--- config.mk ---
export PLATFORM = sky130hd
export DESIGN_NAME = barrier_tracker
export DESIGN_NICKNAME = d
export VERILOG_FILES = /design/src/rtl/bar_pkg.sv /design/src/rtl/barrier_slot.sv /design/src/rtl/barrier_tracker.sv
export SDC_FILE = /design/constraint.sdc
export NUM_CORES = 1
export LEC_CHECK = 0
export ABC_CLOCK_PERIOD_IN_PS = 2340
export BUFFER_PORTS_ARGS = -buffer_cell sky130_fd_sc_hd__buf_2
export CORE_MARGIN = 5
export CORE_UTILIZATION = 25
export CTS_CLUSTER_DIAMETER = 50
export DETAILED_ROUTE_END_ITERATION = 10
export GPL_TIMING_DRIVEN = 0
export PLACE_DENSITY = 0.48
export SYNTH_ARGS = -nofsm -noshare
export SYNTH_HDL_FRONTEND = slang
export SYNTH_SLANG_ARGS = --single-unit
--- constraint.sdc ---
create_clock -name clk -period 2.34 [get_ports clk]
set_clock_uncertainty 0.2 [all_clocks]
set_input_delay 0.117 -clock clk [delete_from_list [all_inputs] [get_ports clk]]
set_output_delay 0.117 -clock clk [all_outputs]
set_load 0.01 [all_outputs]
--- src/rtl/bar_pkg.sv ---
// bar_pkg: shared slot-state encoding and default sizing for the barrier tracker
package bar_pkg;
   typedef enum logic [1:0] {S_IDLE, S_COLLECT, S_FULL} slot_state_e;
   localparam int DEF_NUM_BLOCKS = 4;
   localparam int DEF_MAX_WARPS  = 8;
endpackage

--- src/rtl/barrier_slot.sv ---
// barrier_slot: per-block warp arrival counter; FULL once every warp has reached the barrier
module barrier_slot import bar_pkg::*; #(
   parameter int WCNT_DEPTH = 4
) (
   input  logic                  clk,
   input  logic                  rst_n,
   input  logic                  cfg_hit,
   input  logic [WCNT_DEPTH-1:0] cfg_warps_i,
   input  logic                  arrive_hit,
   input  logic                  release_hit,
   output logic                  collect_o,
   output logic                  full_o,
   output logic                  err_o
);
   slot_state_e           state_q;
   logic [WCNT_DEPTH-1:0] count_q, target_q, count_d;
   assign count_d   = count_q + WCNT_DEPTH'(1);
   assign collect_o = state_q == S_COLLECT;
   assign full_o    = state_q == S_FULL;
   // Releasing a non-FULL slot, or arriving at an unconfigured slot, is a protocol error;
   // an arrival refused only because of a same-cycle configure is a retry, not an error.
   assign err_o     = (release_hit && state_q != S_FULL) || (arrive_hit && state_q == S_IDLE && !cfg_hit);
   // Configure beats release, release beats arrival; an arrival is only counted while collecting.
   always_ff @(posedge clk or negedge rst_n)
      if (!rst_n) begin
         state_q  <= S_IDLE;
         count_q  <= '0;
         target_q <= '0;
      end else if (cfg_hit) begin
         state_q <= (cfg_warps_i != '0) ? S_COLLECT : S_IDLE;
         count_q <= '0;
         if (cfg_warps_i != '0) target_q <= cfg_warps_i;
      end else if (release_hit && state_q == S_FULL) begin
         state_q <= S_COLLECT;
         count_q <= '0;
      end else if (arrive_hit && state_q == S_COLLECT) begin
         state_q <= (count_d == target_q) ? S_FULL : S_COLLECT;
         count_q <= (count_d == target_q) ? '0 : count_d;
      end
endmodule

--- src/rtl/barrier_tracker.sv ---
// barrier_tracker: tracks barrier arrivals for every resident block of a multiprocessor
module barrier_tracker import bar_pkg::*; #(
   parameter  int NUM_BLOCKS    = DEF_NUM_BLOCKS,
   parameter  int MAX_WARPS     = DEF_MAX_WARPS,
   localparam int BLOCKID_DEPTH = $clog2(NUM_BLOCKS),
   localparam int WCNT_DEPTH    = $clog2(MAX_WARPS + 1)
) (
   input  logic                     clk,
   input  logic                     rst_n,
   input  logic                     cfg_valid,
   input  logic [BLOCKID_DEPTH-1:0] cfg_block,
   input  logic [WCNT_DEPTH-1:0]    cfg_warps,
   input  logic                     arrive_valid,
   input  logic [BLOCKID_DEPTH-1:0] arrive_block,
   output logic                     arrive_ready,
   input  logic                     release_valid,
   input  logic [BLOCKID_DEPTH-1:0] release_block,
   output logic [NUM_BLOCKS-1:0]    bar_max,
   output logic                     err
);
   logic [NUM_BLOCKS-1:0] cfg_hit, arrive_hit, release_hit, collect, slot_err;
   logic                  err_q;
   for (genvar g = 0; g < NUM_BLOCKS; g++) begin : g_slot
      assign cfg_hit[g]     = cfg_valid && cfg_block == BLOCKID_DEPTH'(g);
      assign arrive_hit[g]  = arrive_valid && arrive_block == BLOCKID_DEPTH'(g);
      assign release_hit[g] = release_valid && release_block == BLOCKID_DEPTH'(g);
      barrier_slot #(.WCNT_DEPTH(WCNT_DEPTH)) u_slot (
         .clk         (clk),
         .rst_n       (rst_n),
         .cfg_hit     (cfg_hit[g]),
         .cfg_warps_i (cfg_warps),
         .arrive_hit  (arrive_hit[g]),
         .release_hit (release_hit[g]),
         .collect_o   (collect[g]),
         .full_o      (bar_max[g]),
         .err_o       (slot_err[g])
      );
   end
   assign arrive_ready = collect[arrive_block] && !cfg_hit[arrive_block];
   assign err          = err_q;
   // Any slot reporting a protocol error yields a one-cycle err pulse.
   always_ff @(posedge clk or negedge rst_n)
      if (!rst_n) err_q <= 1'b0;
      else        err_q <= |slot_err;
endmodule

### After elaboration in Yosys (flattened, before gate mapping)

Index checks and enable logic that the tools add are counted.

* register bits: 41
* input bits: 15
* output and inout bits: 6
* word-level logic and storage cells: 139

* add/sub/neg operators: 4
* order comparisons: 1
* eq/ne operators: 25
* mux-type cells: 37
* reduce and logical (&&, ||, !) cells: 59

Operators by type and width (number)
* two-way mux 4 bit: 16
* logical AND 1 bit: 33
* two-way mux 2 bit: 16
* == test 2 bit, second input constant: 10
* adder 4 x 1 -> 4 bit, second input constant: 4
* == test 4 bit: 4
* == test 2 x 1 -> 1 bit, second input constant: 7
* logical NOT 2 bit: 7
* nonzero test 3 bit: 4
* != test 2 bit, second input constant: 4
* AND reduction 2 bit: 4
* logical NOT 1 bit: 5
* binary-select mux 1 bit (select 2 bit): 2
* logical OR 1 bit: 4
* nonzero test 4 bit: 1
* OR reduction 4 bit: 1
* < comparator 2 x 3 -> 1 bit, second input constant: 1
* two-way mux 1 bit: 3

### Depth between registers and ports, before layout

Gate-level depths: netlist of the first run.

* depth after elaboration: 6
* gate-level depth with buffers: 5
* gate-level depth less buffers: 5

### Cells and area by module

From an unflattened synthesis of the first run, not the netlist that was laid out.

* cell total of the unflattened synthesis: 258
* area, all modules: 2551.2 sq um

By module, submodules not included
* barrier_slot: instances 4, cells an instance 59, area an instance 594.3 sq um, seq. area each 250.2 sq um
* barrier_tracker: instances 1, cells an instance 22, area an instance 173.9 sq um, seq. area each 25.0 sq um

### Least setup slack after synthesis of the first run

Ideal clock, no wire load.

* kind: reg2reg
* start: register g_slot[3].u_slot.count_q[0]
* end: register g_slot[3].u_slot.count_q[3]
* setup time: 0.111 ns
* data arrival time: 1.476 ns
* required time: 2.029 ns
* setup slack: 0.553 ns
* stages on the path, launching flop included: 6
* buffers on the path: 0
* period minus slack after synthesis: 1.787 ns
* path through: dfrtp_1 -> ha_1 -> xnor3_1 -> nand3_1 -> nor3_2 -> a2111oi_2

* word-level cells in the longest chain between the ends: 6

Ends and longest elaborated chain
* start: declaration: RTL line barrier_slot.sv:16 `logic [WCNT_DEPTH-1:0] count_q, target_q, count_d;`
* start signal: assignment: RTL line barrier_slot.sv:38 `count_q <= (count_d == target_q) ? '0 : count_d;`
* adder 4 x 1 -> 4 bit *: RTL line barrier_slot.sv:17 `assign count_d = count_q + WCNT_DEPTH'(1);`
* == test 4 bit: RTL line barrier_slot.sv:38
* two-way mux 4 bit *: RTL line barrier_slot.sv:38
* two-way mux 4 bit *: RTL line barrier_slot.sv:36 `end else if (arrive_hit && state_q == S_COLLECT) begin`
* two-way mux 4 bit *: RTL line barrier_slot.sv:33 `end else if (release_hit && state_q == S_FULL) begin`
* two-way mux 4 bit *: RTL line barrier_slot.sv:29 `end else if (cfg_hit) begin`

Mark *: on every way between the ends. The rest lies on a longest branch, timed or not. The select of a mux whose other input is x is not followed.
A chain may end at the register's enable or synchronous reset.

### Final worst setup path of the first run

* start: register g_slot[2].u_slot.state_q[1]
* end: register err_q (netlist: err)

* word-level cells in the longest chain between the ends: 5
* elaborated cells on any way between the ends: 7
* those cells by class: 1 x eq/ne; 6 x reduce/logical

Ends and longest elaborated chain
* start: declaration: RTL line barrier_slot.sv:15 `slot_state_e state_q;`
* start signal: assignment: RTL line barrier_slot.sv:30 `state_q <= (cfg_warps_i != '0) ? S_COLLECT : S_IDLE;`
* start signal: assignment: RTL line barrier_slot.sv:37 `state_q <= (count_d == target_q) ? S_FULL : S_COLLECT;`
* logical NOT 2 bit: RTL line barrier_slot.sv:22 `assign err_o = (release_hit && state_q != S_FULL) || (arrive_hit && state_q == S_IDLE && !cfg_hit);`
* logical AND 1 bit (2 in a row): RTL line barrier_slot.sv:22
* logical OR 1 bit *: RTL line barrier_slot.sv:22
* OR reduction 4 bit *: RTL line barrier_tracker.sv:44 `else err_q <= |slot_err;`
* end signal: assignment: RTL line barrier_tracker.sv:44
* end: declaration: RTL line barrier_tracker.sv:22 `logic err_q;`

Mark *: on every way between the ends. The rest lies on a longest branch, timed or not.

==> Implementation_results.wiki, run 1 <==
{| class="wikitable"
! Metric !! Value
|-
| Result of the run || finished, final reports clean
|-
| Count of input and output buffers || 19
|-
| Level count of the clock H-tree || 2
|-
| CP Class || reg -> reg
|-
| Count of pins over their slew limit || 0
|-
| Global routing met2 resource utilization || between 15 and 20%
|-
| Unrepaired setup endpoints after global routing || no
|-
| Type of element launching the critical path || flop
|-
| Hold/Removal Path Class || in -> reg
|-
| Number of nets with antenna violations after routing || 0
|-
| Yosys top cell area share || 40.7%
|-
| Worst Max-Slew Pin Slew || 0.963 ns
|-
| Total clock buffers created by CTS || 5
|-
| Arrival time worst endpoint || roughly 2.2 ns
|-
| Commonest cells after routing, fill and taps aside || 41 x sky130_fd_sc_hd__dfrtp_1, 20 x sky130_fd_sc_hd__buf_2, 18 x sky130_fd_sc_hd__nand2_1
|-
| Die outline width || ~110 µm
|-
| Final Hold Slack || between 0.09 and 0.1 ns
|-
| Leakage power || roughly 1.3 nW
|-
| Setup TNS || 0 ns
|-
| CP cell instances || nor3b_2 > or3b_1 > o211ai_1 > o2bb2ai_1 > dlygate4sd3_1
|-
| Total wire length after detailed routing || about 6000 µm
|-
| Top-Level Pins || 21
|-
| Fmax achieved || about 0.46 GHz
|-
| Quantity of gates resized following cts || 0
|-
| Clock tree from TritonCTS || built
|-
| Number of antenna diodes || 0
|-
| Worst hold path startpoint || release_valid
|-
| Hold worst-path end || g_slot[3].u_slot.count_q[3]
|-
| Unique cell type count in the Yosys netlist || 57
|-
| Die height || about 110 µm
|-
| Core box area || 9820 µm²
|-
| Cell with the largest stage delay on the worst path || sky130_fd_sc_hd__dlygate4sd3_1
|-
| Vias per std cell || between 4 and 5
|-
| Mean area per synthesized cell || between 10 and 15 µm²
|-
| Buffering stage count on the worst path with inverters included || 1
|-
| Worst EP required || approximately 2.4 ns
|-
| Count of cells along the worst register-to-register path || 5
|-
| Number of enable-type register cells in the synthesized netlist || 0
|-
| Fraction of registers with async set/reset || 100%
|-
| Power density over the cells || 793 nW/µm²
|-
| Worst-skew pair later-pin latency || between 0.2 and 0.3 ns
|-
| Max-Cap Viols || 0
|-
| 1st-iter DRT viols || between 100 and 150
|-
| Average wire per standard cell || 14.9 µm
|-
| Net count of the finished layout || ~290
|-
| Die area || around 12000 µm²
|-
| Cell type with the highest aggregate area in the netlist || sky130_fd_sc_hd__dfrtp_1
|-
| Via count of the first global-routing pass || just under 2k
|-
| HPWL after detailed placement || between 4000 and 5000 µm
|-
| Startpoint of the lowest-slack register-to-register path || g_slot[2].u_slot.state_q[1]
|-
| Maximum number of pins on one net before global-route repair || 42
|-
| Gpl congestion || 0.778
|-
| Capturing element type of the critical path || flop
|-
| Number of antenna violations at the first check in global routing || 0
|-
| Sequential fraction of the synthesis area || about two fifths
|-
| Effective utilization at floorplan || between 20% and 30%
|-
| Clk slew on worst S/H paths || 0.08 ns
|-
| Filler Cells Inserted || ~1.1k
|-
| Global-route wire length before repair || 10200 µm
|-
| Most instantiated flip-flop cell in the synthesis netlist || sky130_fd_sc_hd__dfrtp_1
|-
| Max Fanout on Critical Path || 5
|-
| Category of cells accounting for the largest share of critical-path delay || simple AND/OR/NAND/NOR gates
|-
| Endpoints failing setup || 0
|-
| Final period util || roughly 94%
|-
| Global-route track usage on met3 || around 2.7%
|-
| Yosys reg bits || 41
|-
| Biggest cell delay along the critical path || between 0.5 and 0.6 ns
|-
| Slew HR || about 36%
|-
| Cell area after synthesis || around 2500 µm²
|-
| Most common library cell in the layout ignoring fill and taps || sky130_fd_sc_hd__dfrtp_1
|-
| Final Critical Period || ~2.2 ns
|-
| Syn nets || 256
|-
| Area growth syn-to-layout || 16.3%
|-
| Number of iterations in the first detailed-routing pass || 4
|-
| Number of buffers inserted by post-CTS setup repair || 0
|-
| Peak VDD IR || 0.226 mV
|-
| Row count || 36
|-
| Number of warnings reported in the yosys synthesis log || 0
|-
| Clk buf depth || 2
|-
| Register-to-register path setup slack || around 0.14 ns
|-
| Remaining design rule violation count || 0
|-
| Count of vias placed by the detailed router || 1927
|-
| Final-report hold violation count || 0
|-
| Largest cells by area after synthesis || sky130_fd_sc_hd__dfrtp_1 41%, sky130_fd_sc_hd__a22o_1 4.2%, sky130_fd_sc_hd__xnor2_1 4.2%
|-
| Routing layer with the top usage in global route || met2
|-
| Total grt overflow || 0
|-
| Cells after synthesis || ~240
|-
| TritonCTS sink count || slightly above 40
|-
| Tot GR Track Use || ~11%
|-
| Util after Layout || between 20% and 30%
|-
| Critical register-to-register path endpoint || err
|-
| Fraction of final layout cells sized beyond drive strength 1 || 20.3%
|-
| Buffer type at the clock tree root || sky130_fd_sc_hd__clkbuf_8
|-
| Cell count of the worst hold path || 3
|-
| Met1 usage in global routing || 15.6%
|}
[what timing repair did]
action / CTS / global route
endpoints found under the setup margin: 0 / 0
hold buffers: 7 / 0
hold endpoints to repair: 54 / 0
[cells by family (layout without fill, tap and decap cells)]
group / after synthesis / in the layout / synth area share, %
DFF: 41 / 41 / 40.7
AOI/OAI and AO/OA: 57 / 57 / 20.1
and+or+nand+nor: 85 / 85 / 20.2
buffers and inverters: 20 / 54 / 4.07
adders and majority gates: 4 / 4 / 1.99
xor gates and xnor gates: 23 / 23 / 9.64
muxes: 7 / 7 / 3.28
[final cells by class]
class	instances	area, µm²	share of cell area (%)
Sequential cell	41	1030	35.0
Timing Repair Buffer	26	165	5.64
Inverter	12	45.0	1.54
Buffer	8	57.6	1.96
Tap cell	133	166	5.68
Clock buffer	8	80.1	2.73
Multi-Input combinational cell	176	1390	47.4
[routing by layer]
metal / vias to the layer above / share of wire [%]
li1: 951 / -
met4: 0 / 1.1
met3: 5 / 3.5
met2: 28 / 44
met1: 943 / 51
met5: - / 0
[sequential cells by signal (all words and copies together) (netlist names)]
register / count
g_slot.u_slot.state_q: 8
g_slot.u_slot.target_q: 16
g_slot.u_slot.count_q: 16
err: 1
[power by group]
group	leakage [nW]	internal (mW)	switching (mW)
Clock	0.0395	0.212	0.247
Sequential	0.521	0.873	0.206
Combinational	0.718	0.402	0.384
Total	1.28	1.49	0.836
[cells in the mapped netlist, types with 2 or more instances]
cell type,instances
sky130_fd_sc_hd__o31ai_1,2
sky130_fd_sc_hd__o22ai_1,6
sky130_fd_sc_hd__dfrtp_1,41
sky130_fd_sc_hd__nand3b_1,3
sky130_fd_sc_hd__o2bb2ai_1,2
sky130_fd_sc_hd__xnor3_1,3
sky130_fd_sc_hd__or3b_1,2
sky130_fd_sc_hd__a22o_2,4
sky130_fd_sc_hd__nand2_1,18
sky130_fd_sc_hd__nor2_1,11
sky130_fd_sc_hd__ha_1,4
sky130_fd_sc_hd__or3_1,5
sky130_fd_sc_hd__nand2b_1,2
sky130_fd_sc_hd__nand3_2,2
sky130_fd_sc_hd__xor2_1,8
sky130_fd_sc_hd__a31oi_1,3
sky130_fd_sc_hd__buf_4,5
sky130_fd_sc_hd__nor4_1,3
sky130_fd_sc_hd__mux2i_1,6
sky130_fd_sc_hd__and3b_1,2
sky130_fd_sc_hd__xnor2_1,12
sky130_fd_sc_hd__o21ai_1,3
sky130_fd_sc_hd__a211o_1,2
sky130_fd_sc_hd__a21oi_1,4
sky130_fd_sc_hd__a41o_1,2
sky130_fd_sc_hd__nor3_2,4
sky130_fd_sc_hd__o21ba_2,2
sky130_fd_sc_hd__inv_1,12
sky130_fd_sc_hd__a22o_1,12
sky130_fd_sc_hd__and3_1,3
sky130_fd_sc_hd__nand4_1,4
sky130_fd_sc_hd__nor2b_1,2
sky130_fd_sc_hd__a2111oi_2,3
sky130_fd_sc_hd__nor3b_2,2
sky130_fd_sc_hd__and2_1,3
sky130_fd_sc_hd__nor3b_1,3
sky130_fd_sc_hd__nand3_1,12
[worst reg2reg max path, stage by stage (launching register included)]
cell	delay (ns)
sky130_fd_sc_hd__dfrtp_1	0.44
sky130_fd_sc_hd__nor3b_2	0.32
sky130_fd_sc_hd__or3b_1	0.39
sky130_fd_sc_hd__o211ai_1	0.12
sky130_fd_sc_hd__o2bb2ai_1	0.13
sky130_fd_sc_hd__dlygate4sd3_1	0.55
[how the worst max path moves through the flow]
stage | end | slack, ns | start | cells past startpoint
after floorplan | g_slot[3].u_slot.count_q[3] | 0.55 | g_slot[3].u_slot.count_q[0] | 5
after global placement | g_slot[3].u_slot.count_q[3] | 0.40 | g_slot[3].u_slot.count_q[0] | 5
after detailed placement | g_slot[3].u_slot.count_q[3] | 0.38 | g_slot[3].u_slot.count_q[0] | 5
after CTS | err | 0.11 | g_slot[2].u_slot.state_q[1] | 5
after global routing | err | 0.02 | g_slot[2].u_slot.state_q[1] | 5
final | err | 0.14 | g_slot[2].u_slot.state_q[1] | 5
[stage by stage]
stage               cells  total power, mW  setup slack [ns]  instance area (µm²)
floorplan             237             1.66             0.553                 2520
global placement      389             1.87             0.399                 2780
detailed placement    389             1.88             0.385                 2780
CTS                   404             2.37             0.115                 2930
global route          404             2.52            0.0231                 2930
finish                404             2.32             0.143                 2930
No activity file was read; power rests on OpenSTA's default activity.
==> run 2: changes to the inputs <==
--- a/config.mk
+++ b/config.mk
@@ -12,7 +12,8 @@
 export CTS_CLUSTER_DIAMETER = 50
 export DETAILED_ROUTE_END_ITERATION = 10
 export GPL_TIMING_DRIVEN = 0
-export PLACE_DENSITY = 0.48
+export PLACE_DENSITY_LB_ADDON = 0.15
+export SKIP_CTS_REPAIR_TIMING = 1
 export SYNTH_ARGS = -nofsm -noshare
 export SYNTH_HDL_FRONTEND = slang
 export SYNTH_SLANG_ARGS = --single-unit
==> Implementation_results.wiki, run 2 (synthesis gave the netlist of run 1 again) <==
{| class="wikitable"
! Metric !! Value
|-
| Worst hold path startpoint || cfg_warps[3]
|-
| Endpoints failing setup || 0
|-
| Final design instance area without fill || a little under 3000 µm²
|-
| Filler Cells Inserted || approximately 1.1k
|-
| Number of nets with antenna violations after routing || 0
|-
| Power density over the cells || around 800 nW/µm²
|-
| Top-Level Pins || 21
|-
| Final-report hold violation count || 3
|-
| Clk slew on worst S/H paths || around 0.080 ns
|-
| Average wire per standard cell || about 16 µm
|-
| Buffer type at the clock tree root || sky130_fd_sc_hd__clkbuf_8
|-
| HPWL after detailed placement || roughly 4600 µm
|-
| Clk buf depth || 2
|-
| Row count || 36
|-
| 1st-iter DRT viols || approximately 140
|-
| Violated checks || hold timing
|-
| Die area || 12200 µm²
|-
| Total wire length after detailed routing || just over 6000 µm
|-
| Final Critical Period || around 2.1 ns
|-
| Count of vias placed by the detailed router || between 1.5k and 2k
|-
| Die height || 110 µm
|-
| Via count of the first global-routing pass || approximately 1.9k
|-
| Type of element launching the critical path || flop
|-
| Peak VDD IR || around 0.21 mV
|-
| Number of antenna diodes || 0
|-
| Result of the run || complete, but fails checks
|-
| Worst EP required || about 2.0 ns
|-
| Hold worst-path end || g_slot[2].u_slot.target_q[3]
|-
| DP Area || 2780 µm²
|-
| Cell count of the worst hold path || 2
|-
| Level count of the clock H-tree || 2
|-
| Worst-skew pair later-pin latency || 0.29 ns
|-
| Largest registers || g_slot.u_slot.count_q (16), g_slot.u_slot.target_q (16), g_slot.u_slot.state_q (8)
|-
| Commonest cells after routing, fill and taps aside || 41 x sky130_fd_sc_hd__dfrtp_1, 20 x sky130_fd_sc_hd__buf_2, 18 x sky130_fd_sc_hd__nand2_1
|-
| Total clock buffers created by CTS || 5
|-
| Vias per std cell || 4.78
|-
| Util after Layout || 29.6%
|-
| Remaining design rule violation count || 0
|-
| Final Hold Slack || -0.00868 ns
|-
| Number of antenna violations at the first check in global routing || 0
|-
| Maximum number of pins on one net before global-route repair || between 40 and 50
|-
| Number of iterations in the first detailed-routing pass || 4
|-
| Leakage power || 1.27 nW
|-
| Die outline width || ~110 µm
|-
| Critical register-to-register path endpoint || g_slot[0].u_slot.count_q[3]
|-
| Effective utilization at floorplan || 25.6%
|-
| Area growth syn-to-layout || 15.4%
|-
| Fmax achieved || between 0.4 and 0.5 GHz
|-
| TritonCTS sink count || 41
|-
| Count of cells along the worst register-to-register path || 5
|-
| Net count of the finished layout || ~290
|-
| Most common library cell in the layout ignoring fill and taps || sky130_fd_sc_hd__dfrtp_1
|-
| CP Class || reg -> out
|-
| Worst Max-Slew Pin Slew || between 0.9 and 1 ns
|-
| Fraction of final layout cells sized beyond drive strength 1 || 21.0%
|-
| Max-Cap Viols || 0
|-
| Hold/Removal Path Class || in -> reg
|-
| Gpl congestion || slightly below 0.8
|-
| Tot GR Track Use || about 11%
|-
| Overall power after layout || around 2.3 mW
|-
| Max Fanout on Critical Path || 5
|-
| Arrival time worst endpoint || 1.75 ns
|-
| Startpoint of the lowest-slack register-to-register path || g_slot[0].u_slot.count_q[0]
|-
| Slew HR || between 30% and 40%
|-
| Unrepaired setup endpoints after global routing || no
|-
| Count of pins over their slew limit || 0
|-
| Core box area || 9820 µm²
|-
| Setup TNS || 0 ns
|-
| Total grt overflow || 0
|-
| Final period util || between 80% and 90%
|-
| Capturing element type of the critical path || output pin
|-
| Global-route wire length before repair || 10300 µm
|-
| Register-to-register path setup slack || 0.41 ns
|-
| Count of input and output buffers || 19
|-
| Clock tree from TritonCTS || built
|}
==> run 2: worst max-delay path by stage <==
stage,slack (ns),start,end,cells past startpoint
detailed placement,0.41,g_slot[3].u_slot.count_q[0],g_slot[3].u_slot.count_q[3],5
global route,0.17,g_slot[2].u_slot.state_q[0],arrive_ready,5
CTS,0.27,g_slot[2].u_slot.state_q[0],arrive_ready,5
global placement,0.41,g_slot[0].u_slot.count_q[0],g_slot[0].u_slot.count_q[3],5
finish,0.27,g_slot[2].u_slot.state_q[0],arrive_ready,5
floorplan,0.55,g_slot[3].u_slot.count_q[0],g_slot[3].u_slot.count_q[3],5
==> run 2: layout make-up <==
cell class | count | area [µm²] | share of cell area (%)
Multi-Input combinational cell | 176 | 1390 | 47.8
Sequential cell | 41 | 1030 | 35.3
Tap cell | 133 | 166 | 5.73
Timing Repair Buffer | 23 | 135 | 4.65
Clock buffer | 7 | 86.3 | 2.97
Buffer | 8 | 57.6 | 1.98
Inverter | 12 | 45.0 | 1.55
==> run 2: metal layers <==
metal / share of wire (%) / up-vias / global-route usage, % / wire (µm)
met5: 0 / - / 0 / 0
met1: 53 / 939 / 15.8 / 3260
met2: 44 / 19 / 17.0 / 2740
li1: - / 951 / - / -
met3: 2.4 / 4 / 1.81 / 150
met4: 0.85 / 0 / 2.90 / 53
==> run 2: per-stage QoR <==
step	instances	setup WS [ns]
after global routing	400	0.165
after CTS	396	0.271
final	400	0.273
after global placement	389	0.412
after detailed placement	389	0.407
after floorplan	237	0.553
==> run 2: power by group <==
part           total [mW]  internal, mW  leakage, nW  switching [mW]
logic               0.783         0.396        0.705           0.387
registers            1.08         0.873        0.521           0.209
clock network       0.477         0.235       0.0443           0.243
==> run 2: critical path: stages, from the launching register on <==
cell and delay (ns):
sky130_fd_sc_hd__dfrtp_1 0.42, sky130_fd_sc_hd__inv_1 0.05, sky130_fd_sc_hd__o311ai_0 0.40, sky130_fd_sc_hd__o21ai_0 0.18, sky130_fd_sc_hd__a31oi_1 0.23, sky130_fd_sc_hd__buf_2 0.17
==> run 3: changes to the inputs <==
--- a/config.mk
+++ b/config.mk
@@ -5,7 +5,7 @@
 export SDC_FILE = /design/constraint.sdc
 export NUM_CORES = 1
 export LEC_CHECK = 0
-export ABC_CLOCK_PERIOD_IN_PS = 2340
+export ABC_CLOCK_PERIOD_IN_PS = 2600
 export BUFFER_PORTS_ARGS = -buffer_cell sky130_fd_sc_hd__buf_2
 export CORE_MARGIN = 5
 export CORE_UTILIZATION = 25
==> constraint.sdc (replaced) <==
create_clock -name clk -period 2.6 [get_ports clk]
set_clock_uncertainty 0.2 [all_clocks]
set_input_delay 0.13 -clock clk [delete_from_list [all_inputs] [get_ports clk]]
set_output_delay 0.13 -clock clk [all_outputs]
set_load 0.01 [all_outputs]
==> Implementation_results.wiki, run 3 (synthesis gave the netlist of run 1 again) <==
{| class="wikitable"
! Metric !! Value
|-
| 1st-iter DRT viols || roughly 140
|-
| Count of vias placed by the detailed router || 1922
|-
| Clk buf depth || 2
|-
| Die area || between 10000 and 15000 µm²
|-
| Filler Cells Inserted || roughly 1.1k
|-
| Clk slew on worst S/H paths || 0.08 ns
|-
| Final period util || 80.2%
|-
| Average wire per standard cell || ~16 µm
|-
| Effective utilization at floorplan || 25.6%
|-
| Final-report hold violation count || 0
|-
| Routed met3 length || roughly 160 µm
|-
| Arrival time worst endpoint || roughly 1.8 ns
|-
| Global-route wire length before repair || between 10000 and 15000 µm
|-
| Tot GR Track Use || about 11%
|-
| Clock tree from TritonCTS || built
|-
| Max Fanout on Critical Path || 5
|-
| Total clock buffers created by CTS || 5
|-
| Max-Cap Viols || 0
|-
| Overall power after layout || approximately 2.1 mW
|-
| Cell with the largest stage delay on the worst path || sky130_fd_sc_hd__dfrtp_1
|-
| Leakage power || 1.27 nW
|-
| HPWL after detailed placement || 4620 µm
|-
| Cell count of the worst hold path || 2
|-
| Slew HR || between 30% and 40%
|-
| Category of cells accounting for the largest share of critical-path delay || compound AO/OA/AOI/OAI gates
|-
| Critical register-to-register path endpoint || g_slot[0].u_slot.count_q[3]
|-
| Stages on worst setup path || 5
|-
| Top layer reached by signal wires || met4
|-
| Worst-skew pair later-pin latency || roughly 0.29 ns
|-
| Vias per std cell || roughly 4.8
|-
| Row count || 36
|-
| Peak VDD IR || 0.191 mV
|-
| Met1 WL || approximately 3200 µm
|-
| CP Class || reg -> out
|-
| Maximum number of pins on one net before global-route repair || 42
|-
| Total wire length after detailed routing || around 6200 µm
|-
| Result of the run || finished, final reports clean
|-
| Type of element launching the critical path || flop
|-
| Count of cells along the worst register-to-register path || 5
|-
| Worst EP required || 2.27 ns
|-
| Register-to-register path setup slack || 0.67 ns
|-
| Final design instance area without fill || approximately 2900 µm²
|-
| Biggest cell delay along the critical path || 0.42 ns
|-
| Core box area || between 9000 and 10000 µm²
|-
| Startpoint of the lowest-slack register-to-register path || g_slot[0].u_slot.count_q[0]
|-
| Die height || 110 µm
|-
| Worst Max-Slew Pin Slew || a little under 1 ns
|-
| Top-Level Pins || 21
|-
| Total grt overflow || 0
|-
| Level count of the clock H-tree || 2
|-
| Hold/Removal Path Class || in -> reg
|-
| TritonCTS sink count || 41
|-
| Number of nets with antenna violations after routing || 0
|-
| Commonest cells after routing, fill and taps aside || 41 x sky130_fd_sc_hd__dfrtp_1, 20 x sky130_fd_sc_hd__buf_2, 18 x sky130_fd_sc_hd__nand2_1
|-
| Number of antenna diodes || 0
|-
| Net count of the finished layout || between 200 and 300
|-
| Routed length on met2 || between 2000 and 3000 µm
|-
| Remaining design rule violation count || 0
|-
| Fmax achieved || roughly 0.48 GHz
|-
| Gpl congestion || roughly 0.78
|-
| Final Critical Period || ~2.1 ns
|-
| Area growth syn-to-layout || 15.0%
|-
| Die outline width || 110 µm
|-
| Capturing element of the worst setup path || arrive_ready
|-
| CP cell instances || inv_1 > o311ai_0 > o21ai_0 > a31oi_1 > buf_2
|-
| Launching element of the worst setup path || g_slot[2].u_slot.state_q[0]
|-
| Unrepaired setup endpoints after global routing || no
|-
| Largest registers || g_slot.u_slot.count_q (16), g_slot.u_slot.target_q (16), g_slot.u_slot.state_q (8)
|-
| Final Hold Slack || 0.0141 ns
|-
| Util after Layout || 29.5%
|-
| Most common library cell in the layout ignoring fill and taps || sky130_fd_sc_hd__dfrtp_1
|-
| Count of input and output buffers || 19
|-
| Fraction of final layout cells sized beyond drive strength 1 || 21.1%
|-
| Setup TNS || 0 ns
|-
| Count of pins over their slew limit || 0
|-
| Capturing element type of the critical path || output pin
|-
| Via count of the first global-routing pass || about 1.9k
|-
| Power density over the cells || around 730 nW/µm²
|-
| Buffering stage count on the worst path with inverters included || 2
|-
| DP Area || about 2800 µm²
|-
| Endpoints failing setup || 0
|-
| Number of iterations in the first detailed-routing pass || 4
|-
| Buffer type at the clock tree root || sky130_fd_sc_hd__clkbuf_8
|-
| Number of antenna violations at the first check in global routing || 0
|}
[run 3: cell count changes in the layout (fill, tap and decap cells not counted)]
| cell | change |
|---|---|
| sky130_fd_sc_hd__dlygate4sd3_1 | -1 |
[run 3: metal layers]
metal	vias up	track usage, %
li1	951	-
met1	944	15.8
met2	23	17.0
met3	4	1.81
met4	0	2.90
met5	-	0
[run 3: final cells by class]
class	instances	area, µm²	area share, %
Buffer	8	57.6	1.99
Multi-Input combinational cell	176	1390	48.0
Clock buffer	7	86.3	2.98
Tap cell	133	166	5.75
Sequential cell	41	1030	35.4
Timing Repair Buffer	22	125	4.32
Inverter	12	45.0	1.56
[run 3: how the worst min path moves through the flow]
stage                      start                      endpoint  slack (ns)
floorplan                  rst_n                           err       -0.37
global placement           rst_n   g_slot[2].u_slot.count_q[2]        0.16
detailed placement         rst_n   g_slot[2].u_slot.count_q[3]        0.16
CTS                        rst_n   g_slot[2].u_slot.count_q[3]       -0.16
global route        cfg_warps[0]  g_slot[2].u_slot.target_q[0]       0.003
finish              cfg_warps[3]  g_slot[2].u_slot.target_q[3]        0.01
[run 3: stage by stage]
| step | worst slack [ns] | cells |
|---|---|---|
| 6_report | 0.515 | 399 |
| 5_1_grt | 0.412 | 399 |
| 4_1_cts | 0.518 | 396 |
| 3_5_place_dp | 0.667 | 389 |
| 3_3_place_gp | 0.672 | 389 |
| 2_1_floorplan | 0.813 | 237 |
[run 3: report_power, final]
group | switching, mW | total [mW] | internal (mW)
registers | 0.188 | 0.974 | 0.786
clock network | 0.214 | 0.425 | 0.211
logic | 0.348 | 0.703 | 0.355
total | 0.750 | 2.10 | 1.35
